[src/rtl/kong_intro_anim.sv]
// Kong intro animation: climb to platform height, walk left to platform x,
// one jump arc, then park. All outputs registered.
module kong_intro_anim #(
  parameter int MOVE_TICKS = 250_000,
  parameter int JUMP_TICKS = 1_400_000,
  parameter int JUMP_H     = 58,
  parameter int X0         = 484,
  parameter int Y0         = 672,
  parameter int XP         = 128,
  parameter int YP         = 175
) (
  input  logic        clk,
  input  logic        rst_n,
  input  logic        start,
  input  logic        abort,
  output logic [11:0] xpos,
  output logic [11:0] ypos,
  output logic        frame,
  output logic        jumping,
  output logic        busy,
  output logic        done
);

  localparam int TMAX = (MOVE_TICKS > JUMP_TICKS) ? MOVE_TICKS : JUMP_TICKS;
  localparam int CW   = (TMAX > 1) ? $clog2(TMAX) : 1;

  localparam logic [CW-1:0] MOVE_LAST = CW'(MOVE_TICKS - 1);
  localparam logic [CW-1:0] JUMP_LAST = CW'(JUMP_TICKS - 1);
  localparam logic [11:0]   X0_V      = 12'(X0);
  localparam logic [11:0]   Y0_V      = 12'(Y0);
  localparam logic [11:0]   XP_V      = 12'(XP);
  localparam logic [11:0]   YP_V      = 12'(YP);
  localparam logic [11:0]   YTOP_V    = 12'(YP - JUMP_H);

  typedef enum logic [2:0] {
    S_IDLE,
    S_CLIMB,
    S_WALK,
    S_JUMP_UP,
    S_JUMP_DN,
    S_DONE
  } state_t;

  state_t        state, state_nxt;
  logic [CW-1:0] cnt, cnt_nxt;
  logic [2:0]    px, px_nxt;
  logic [11:0]   x_nxt, y_nxt;
  logic          frame_nxt;
  logic          moving;
  logic          in_jump;
  logic          step;

  always_ff @(posedge clk or negedge rst_n) begin
    if (!rst_n) begin
      state   <= S_IDLE;
      cnt     <= '0;
      px      <= '0;
      xpos    <= X0_V;
      ypos    <= Y0_V;
      frame   <= 1'b0;
      jumping <= 1'b0;
      busy    <= 1'b0;
      done    <= 1'b0;
    end else begin
      state   <= state_nxt;
      cnt     <= cnt_nxt;
      px      <= px_nxt;
      xpos    <= x_nxt;
      ypos    <= y_nxt;
      frame   <= frame_nxt;
      jumping <= (state_nxt == S_JUMP_UP) || (state_nxt == S_JUMP_DN);
      busy    <= (state_nxt != S_IDLE) && (state_nxt != S_DONE);
      done    <= (state_nxt == S_DONE);
    end
  end

  always_comb begin
    state_nxt = state;
    x_nxt     = xpos;
    y_nxt     = ypos;
    px_nxt    = px;
    frame_nxt = frame;

    in_jump = (state == S_JUMP_UP) || (state == S_JUMP_DN);
    moving  = (state == S_CLIMB) || (state == S_WALK) || in_jump;
    step    = moving && (cnt == (in_jump ? JUMP_LAST : MOVE_LAST));
    cnt_nxt = (moving && !step) ? cnt + 1'b1 : '0;

    case (state)
      S_IDLE: begin
        x_nxt     = X0_V;
        y_nxt     = Y0_V;
        px_nxt    = '0;
        frame_nxt = 1'b0;
        if (start) state_nxt = S_CLIMB;
      end
      S_CLIMB: begin
        if (step) begin
          y_nxt  = ypos - 12'd1;
          px_nxt = px + 3'd1;
          if (px == 3'd7) frame_nxt = ~frame;
          if (ypos - 12'd1 == YP_V) state_nxt = S_WALK;
        end
      end
      S_WALK: begin
        if (step) begin
          x_nxt  = xpos - 12'd1;
          px_nxt = px + 3'd1;
          if (px == 3'd7) frame_nxt = ~frame;
          if (xpos - 12'd1 == XP_V) state_nxt = S_JUMP_UP;
        end
      end
      S_JUMP_UP: begin
        if (step) begin
          y_nxt = ypos - 12'd1;
          if (ypos - 12'd1 == YTOP_V) state_nxt = S_JUMP_DN;
        end
      end
      S_JUMP_DN: begin
        if (step) begin
          y_nxt = ypos + 12'd1;
          if (ypos + 12'd1 == YP_V) state_nxt = S_DONE;
        end
      end
      S_DONE: begin
        if (start) begin
          state_nxt = S_CLIMB;
          x_nxt     = X0_V;
          y_nxt     = Y0_V;
        end
      end
      default: state_nxt = S_IDLE;
    endcase

    // Pixel counter is per-state; frame itself carries across state changes.
    if (state_nxt != state) begin
      cnt_nxt = '0;
      px_nxt  = '0;
    end

    if (abort) begin
      state_nxt = S_IDLE;
      x_nxt     = X0_V;
      y_nxt     = Y0_V;
      px_nxt    = '0;
      frame_nxt = 1'b0;
      cnt_nxt   = '0;
    end
  end

endmodule

[config.mk]
export PLATFORM = sky130hd
export DESIGN_NAME = kong_intro_anim
export DESIGN_NICKNAME = d
export VERILOG_FILES = /design/src/rtl/kong_intro_anim.sv
export SDC_FILE = /design/constraint.sdc
export NUM_CORES = 1
export LEC_CHECK = 0
export CAP_MARGIN = 25
export CORE_MARGIN = 5
export CORE_UTILIZATION = 25
export CTS_CLUSTER_DIAMETER = 100
export DETAILED_ROUTE_END_ITERATION = 8
export PLACE_DENSITY = 0.45
export SLEW_MARGIN = 10
export SYNTH_ARGS = -nofsm -noshare
export SYNTH_HDL_FRONTEND = slang
export SYNTH_SLANG_ARGS = --single-unit
export TNS_END_PERCENT = 100
[constraint.sdc]
create_clock -name clk -period 2.7 [get_ports clk]
set_clock_uncertainty 0.15 [all_clocks]
set_input_delay 0.81 -clock clk [delete_from_list [all_inputs] [get_ports clk]]
set_output_delay 0.81 -clock clk [all_outputs]
set_load 0.05 [all_outputs]
Yosys cells after proc, flatten, opt, wreduce, memory -nomap -nowiden --
Cells that the tools add are included.
Operators by class: reduce and logical (&&, ||, !) cells 21, add/sub/neg operators 5, eq/ne operators 23, bitwise logic cells 1, multiplexer cells 32
Operators with widths (number):
- 12-bit 2-to-1 mux | 7
- 21-bit 2-to-1 mux | 4
- 12-bit case mux with 4 select lines | 1
- 3-bit 2-to-1 mux | 13
- 12-bit by 8-bit equality test with 1-bit output, second input constant | 3
- 12-bit case mux with 3 select lines | 1
- 12-bit by 1-bit subtractor with 12-bit output, second input constant | 2
- 21-bit by 1-bit adder with 21-bit output, second input constant | 1
- 21-bit equality test | 1
- 3-bit equality test, second input constant | 5
- 3-bit case mux with 5 select lines | 1
- 12-bit by 1-bit adder with 12-bit output, second input constant | 1
- 12-bit by 7-bit equality test with 1-bit output, second input constant | 1
- 3-bit != test, second input constant | 4
- 3-bit by 2-bit equality test with 1-bit output, second input constant | 3
- 3-bit by 1-bit != test with 1-bit output, second input constant | 3
- 4-bit nonzero test | 2
- 3-bit case mux with 2 select lines | 1
- 3-bit AND reduction | 2
- 3-bit nonzero test | 2
- 2-bit OR reduction | 3
- 5-bit nonzero test | 1
- 1-bit logical OR | 4
- 4-bit by 1-bit != test with 1-bit output, second input constant | 1
- 11 further kinds | 15
Storage, ports and cells: bits of input ports 4, word-level logic and storage cells 91, output and inout port bits 28, flip-flop bits (word level) 55

Logic depth before layout (Yosys ltp) --
Gate-level depths: netlist of run 1.
depth after elaboration 10, depth in mapped cells 10, depth with buffers taken out 10

Least setup slack after synthesis of run 1 --
OpenSTA, ideal clock, no wires.
path type register to register, start register ypos[1], end register jumping, cell stages (with the launch flop) 9, data arrival time 2734 ps, data required time 2425 ps, path buffers 0, period minus slack after synthesis 3009 ps, setup time 125 ps, setup slack -309 ps, cell sequence dfrtp_1 or4_4 or4_4 xnor2_2 nor3_1 a41oi_1 a31oi_1 nor3_1 mux2_4
Between the ends: word-level cells in the longest chain between the ends 8, elaborated cells on any way between the ends 16, those cells by class add/sub (2); eq/ne (5); mux (8); reduce/logical (1)
Ends and longest elaborated chain:
- start, declared | RTL line 17 | output logic [11:0] ypos,
- start signal, assigned | RTL line 69 | ypos <= y_nxt;
- 12-bit by 1-bit adder with 12-bit output / 12-bit by 1-bit subtractor with 12-bit output (equally long branches) | RTL line 122, 102, 116
- 12-bit by 8-bit equality test with 1-bit output, or another cell as far along | RTL line 122 | if (ypos + 12'd1 == YP_V) state_nxt = S_DONE;
- 3-bit 2-to-1 mux, on equally long branches | RTL line 122, 102, 116
- 3-bit 2-to-1 mux, on equally long branches | RTL line 120, 114, 98
- 3-bit case mux with 5 select lines * | RTL line 89 | case (state)
- 3-bit 2-to-1 mux * | RTL line 141 | if (abort) begin
- via state_nxt[1] | RTL line 44 | state_t state, state_nxt;
- 3-bit by 2-bit equality test with 1-bit output / 3-bit equality test (equally long branches) | RTL line 71 | jumping <= (state_nxt == S_JUMP_UP) || (state_nxt == S_JUMP_DN);
- 1-bit logical OR * | RTL line 71
- end signal, assigned | RTL line 71
- end, declared | RTL line 19 | output logic jumping,
The timed path passes the listed nets; every way through them passes the cells marked *. A chain may end at the register's enable or synchronous reset.

Worst setup path after layout of run 1 --
start register ypos[0], end register jumping
The elaborated chain is that of the path after synthesis.

==> flow_metrics.py, run 1 <==
metrics = {
    "clock_network": {
        "cts.path.max_buffers": 2,
        "htreeDepth": 2,
        "clockRootBuffer": "clkbuf_16",
        "clock_sinks": 55,
        "cts_hold_buf": 0,
        "cts_tree": "yes",
        "cts_buffers": 5,
        "cts.clk_slew.worst_paths_ns": 0.07,
        "clk_latency_ns": 0.30,
    },
    "detailed_routing": {
        "dr.pass1.iters": 4,
        "wl_per_cell_um": 15.79,
        "drtAntennaViolNets": 0,
        "drt_wl_total_um": 11890,
        "num_vias": 3720,
        "vias_per_cell": 4.940,
        "drtIter0Drc": 159,
        "drc_errors": 0,
    },
    "finish": {
        "fill_cells": 1588,
        "fin_nets": 576,
        "layout-area-overhead-vs-synth_pct": 42.14,
        "antenna_cells": 0,
        "layoutNonFillerInstCount": 753,
        "layout-drive-gt1-share_pct": 36.28,
        "fin_area_um2": 5428,
    },
    "synth": {
        "synthesis.nets": 462,
        "synth_seq_area_share_pct": 36.30,
        "yosysTopAreaCellShare_pct": 30.80,
        "yosys.cell_types.count": 74,
        "synth.area.top_cells": "dfrtp_1, dfstp_2, nor2_1",
        "synth-async-reset-ratio_pct": 100.0,
        "netlist_area_um2": 3819,
        "avgSynthCellArea_um2": 8.486,
        "synth_flop_cell": "dfrtp_1",
        "synth_edf_count": 0,
        "synth_warnings": 0,
        "yosys.area.top_type": "dfrtp_1",
        "syn_inst": 450,
        "ys_seq_elements": 55,
    },
    "die": {
        "fp.coreArea_um2": 15090,
        "die_width_um": 133.6,
        "dieArea_um2": 17850,
        "initial_utilization_pct": 25.31,
        "die_h_um": 133.6,
        "rows": 45,
        "io_pins": 32,
    },
    "run": {
        "drv_cap": 0,
    },
    "worst_hold_path": {
        "hold_path_class": "in -> async",
    },
    "global_route": {
        "gr-total-overflow": 0,
        "grt_pass1_wl_um": 19310,
        "antenna_found_initial": 0,
        "grt_util_all_layers_pct": 13.16,
        "grt_max_degree": 22,
        "grt_pass1_vias": 3739,
    },
    "setup_path": {
        "path_class": "reg -> reg",
        "rr_worst_depth": 8,
        "required_ns": 2.74,
        "end_kind": "flop",
        "worstPathArrival_ns": 2.86,
        "startpoint_type": "flop",
        "path_max_fanout": 5,
    },
    "pwr": {
        "irDropWorstVdd_mv": 0.2100,
        "p_per_area_nw_per_um2": 400.6,
        "leakage_uw": 0.002201,
    },
    "timing": {
        "hold_viol_final": 0,
        "fin_ws_ns": -0.1175,
        "rsz0062_at_grt": "yes",
        "slew_headroom_pct": 65.62,
        "slew_viol_final": 0,
        "post-route-period-util_pct": 104.4,
        "max_freq_ghz": 0.3549,
        "period_needed_ns": 2.817,
        "tightestPinTransition_ns": 0.5141,
        "setup_violations": 4,
    },
    "placed_design": {
        "place_congestion": 0.8140,
        "dp_cells": 738,
        "dp_hpwl_um": 8666,
        "port_buffers": 31,
        "post_dp_cell_area_um2": 4928,
    },
    "outcome": {
        "violations": "negative setup slack",
        "status": "complete, but fails checks",
    },
}
==> sequential cells by signal (all words and copies together), names as in the netlist <==
register	count
ypos	12
done	1
frame	1
jumping	1
busy	1
cnt	21
xpos	12
state	3
px	3
==> where the power goes <==
group / internal, uW / leakage [uW] / switching [uW]
combinational: 220 / 0.00140 / 323
clock: 439 / 0.0000771 / 309
sequential: 854 / 0.000728 / 29.6
==> worst max-delay path, cell delays in order (launching register included) <==
cell     delay [ns]
dfrtp_2        0.40
or4_4          0.57
or4_4          0.46
xnor2_2        0.15
nor3_2         0.20
a41oi_1        0.15
a31oi_1        0.24
nor3_1         0.10
mux2_4         0.28
==> cell type report <==
class	count	area, um^2	area share [%]
clock inverter	2	37.54	0.6916
clock buffer	6	128.9	2.374
timing repair buffer	133	1056	19.46
inverter	18	71.32	1.314
multi-input combinational	351	2507	46.20
sequential	55	1391	25.63
tap	188	235.2	4.334
==> repair_timing <==
| item | 4_1_cts | 5_1_grt |
|---|---|---|
| pin swaps | 10 | 19 |
| buffers inserted | 2 | 4 |
| setup endpoints to repair | 24 | 28 |
| gates resized for setup | 20 | 49 |
| cloned | 1 | 1 |
==> logic make-up after synthesis <==
family / Yosys count / share of synthesized area (%)
muxes: 4 / 1.212
xor gates and xnor gates: 37 / 8.683
AOI/OAI and AO/OA: 106 / 19.33
buffers and inverters: 45 / 5.177
adders and majority gates: 8 / 2.621
DFF: 55 / 36.30
and+or+nand+nor: 195 / 26.67
==> placed cells by master, fill, tap and decap left out, types with 4 or more instances in the layout <==
cell               n
nand4_1            6
a221oi_1           4
o21ai_1            7
o21ai_0           18
a21oi_1           16
nor2b_1            7
a31oi_1            6
xnor2_1           20
or3_1              7
nand3_1           18
xor2_1            15
ha_1               6
nor2_1            52
or4_4              4
dfstp_2            8
buf_4            109
clkbuf_16          5
dfrtp_2            4
a21oi_2            4
nor4_1             7
buf_6              7
dfrtp_1           43
nand2_1           41
clkdlybuf4s50_1   14
nor3_1            13
inv_1             16
o21ai_2            4
o31ai_2            6
==> routing by layer <==
layer / GRT usage [%] / routed length [um] / up-vias / part of all wire (%)
met5: 0 / 0 / - / 0
met4: 3.029 / 119 / 0 / 1.0
met3: 2.077 / 319 / 9 / 2.7
met2: 21.61 / 5726 / 44 / 48
met1: 18.24 / 5725 / 1815 / 48
li1: - / - / 1852 / -
==> cells in the mapped netlist, types with 3 or more instances <==
cell type and instances:
or4b_1 3, a22oi_1 4, clkbuf_1 17, inv_1 17, nand3_1 18, and2_1 4
and3_1 3, buf_6 3, buf_2 4, a221oi_1 4, nand4_1 6, nor3_1 16
dfstp_2 8, a31oi_1 6, xnor2_1 21, o21ai_1 3, nand2_1 41, or3_1 9
xor2_1 15, o22ai_1 4, o41ai_1 3, nor4b_1 3, a211oi_1 3, nor2_1 54
o21ai_0 24, or4_4 3, nor2b_1 8, ha_1 8, nor4_1 9, o31ai_1 8
a21oi_1 19, dfrtp_1 47
==> final timing paths <==
path | to | start | slack (ns)
hold / removal | ypos[2] | rst_n | 0.32
min in group clk | cnt[0] | cnt[0] | 0.39
max in group asynchronous | xpos[7] | rst_n | 1.35
hold reg to reg | cnt[0] | cnt[0] | 0.39
setup / recovery | jumping | ypos[0] | -0.12
setup reg to reg | jumping | ypos[0] | -0.12
==> stage by stage <==
stage          setup slack [ns]  setup TNS [ns]  util [%]  hold WS (ns)  power [uW]
6_report                -0.1175         -0.2028     35.97        0.3205        2174
2_1_floorplan           -0.1041         -0.1930         -        0.2979        1205
5_1_grt                 -0.2036          -1.486     35.97        0.3613        2287
3_5_place_dp            -0.1390          -1.160     32.66        0.3846        1394
3_3_place_gp            -0.1122         -0.7474     32.66        0.3708        1394
4_1_cts                -0.08591         -0.1169     34.45        0.3379        2167
Power figures use the tool's default switching activity.
==> inputs of run 2 (changes only) <==
- CAP_MARGIN: 25 -> 15
==> results of run 2 <==
No change in the layout: final DEF, timing and power equal those of run 1.
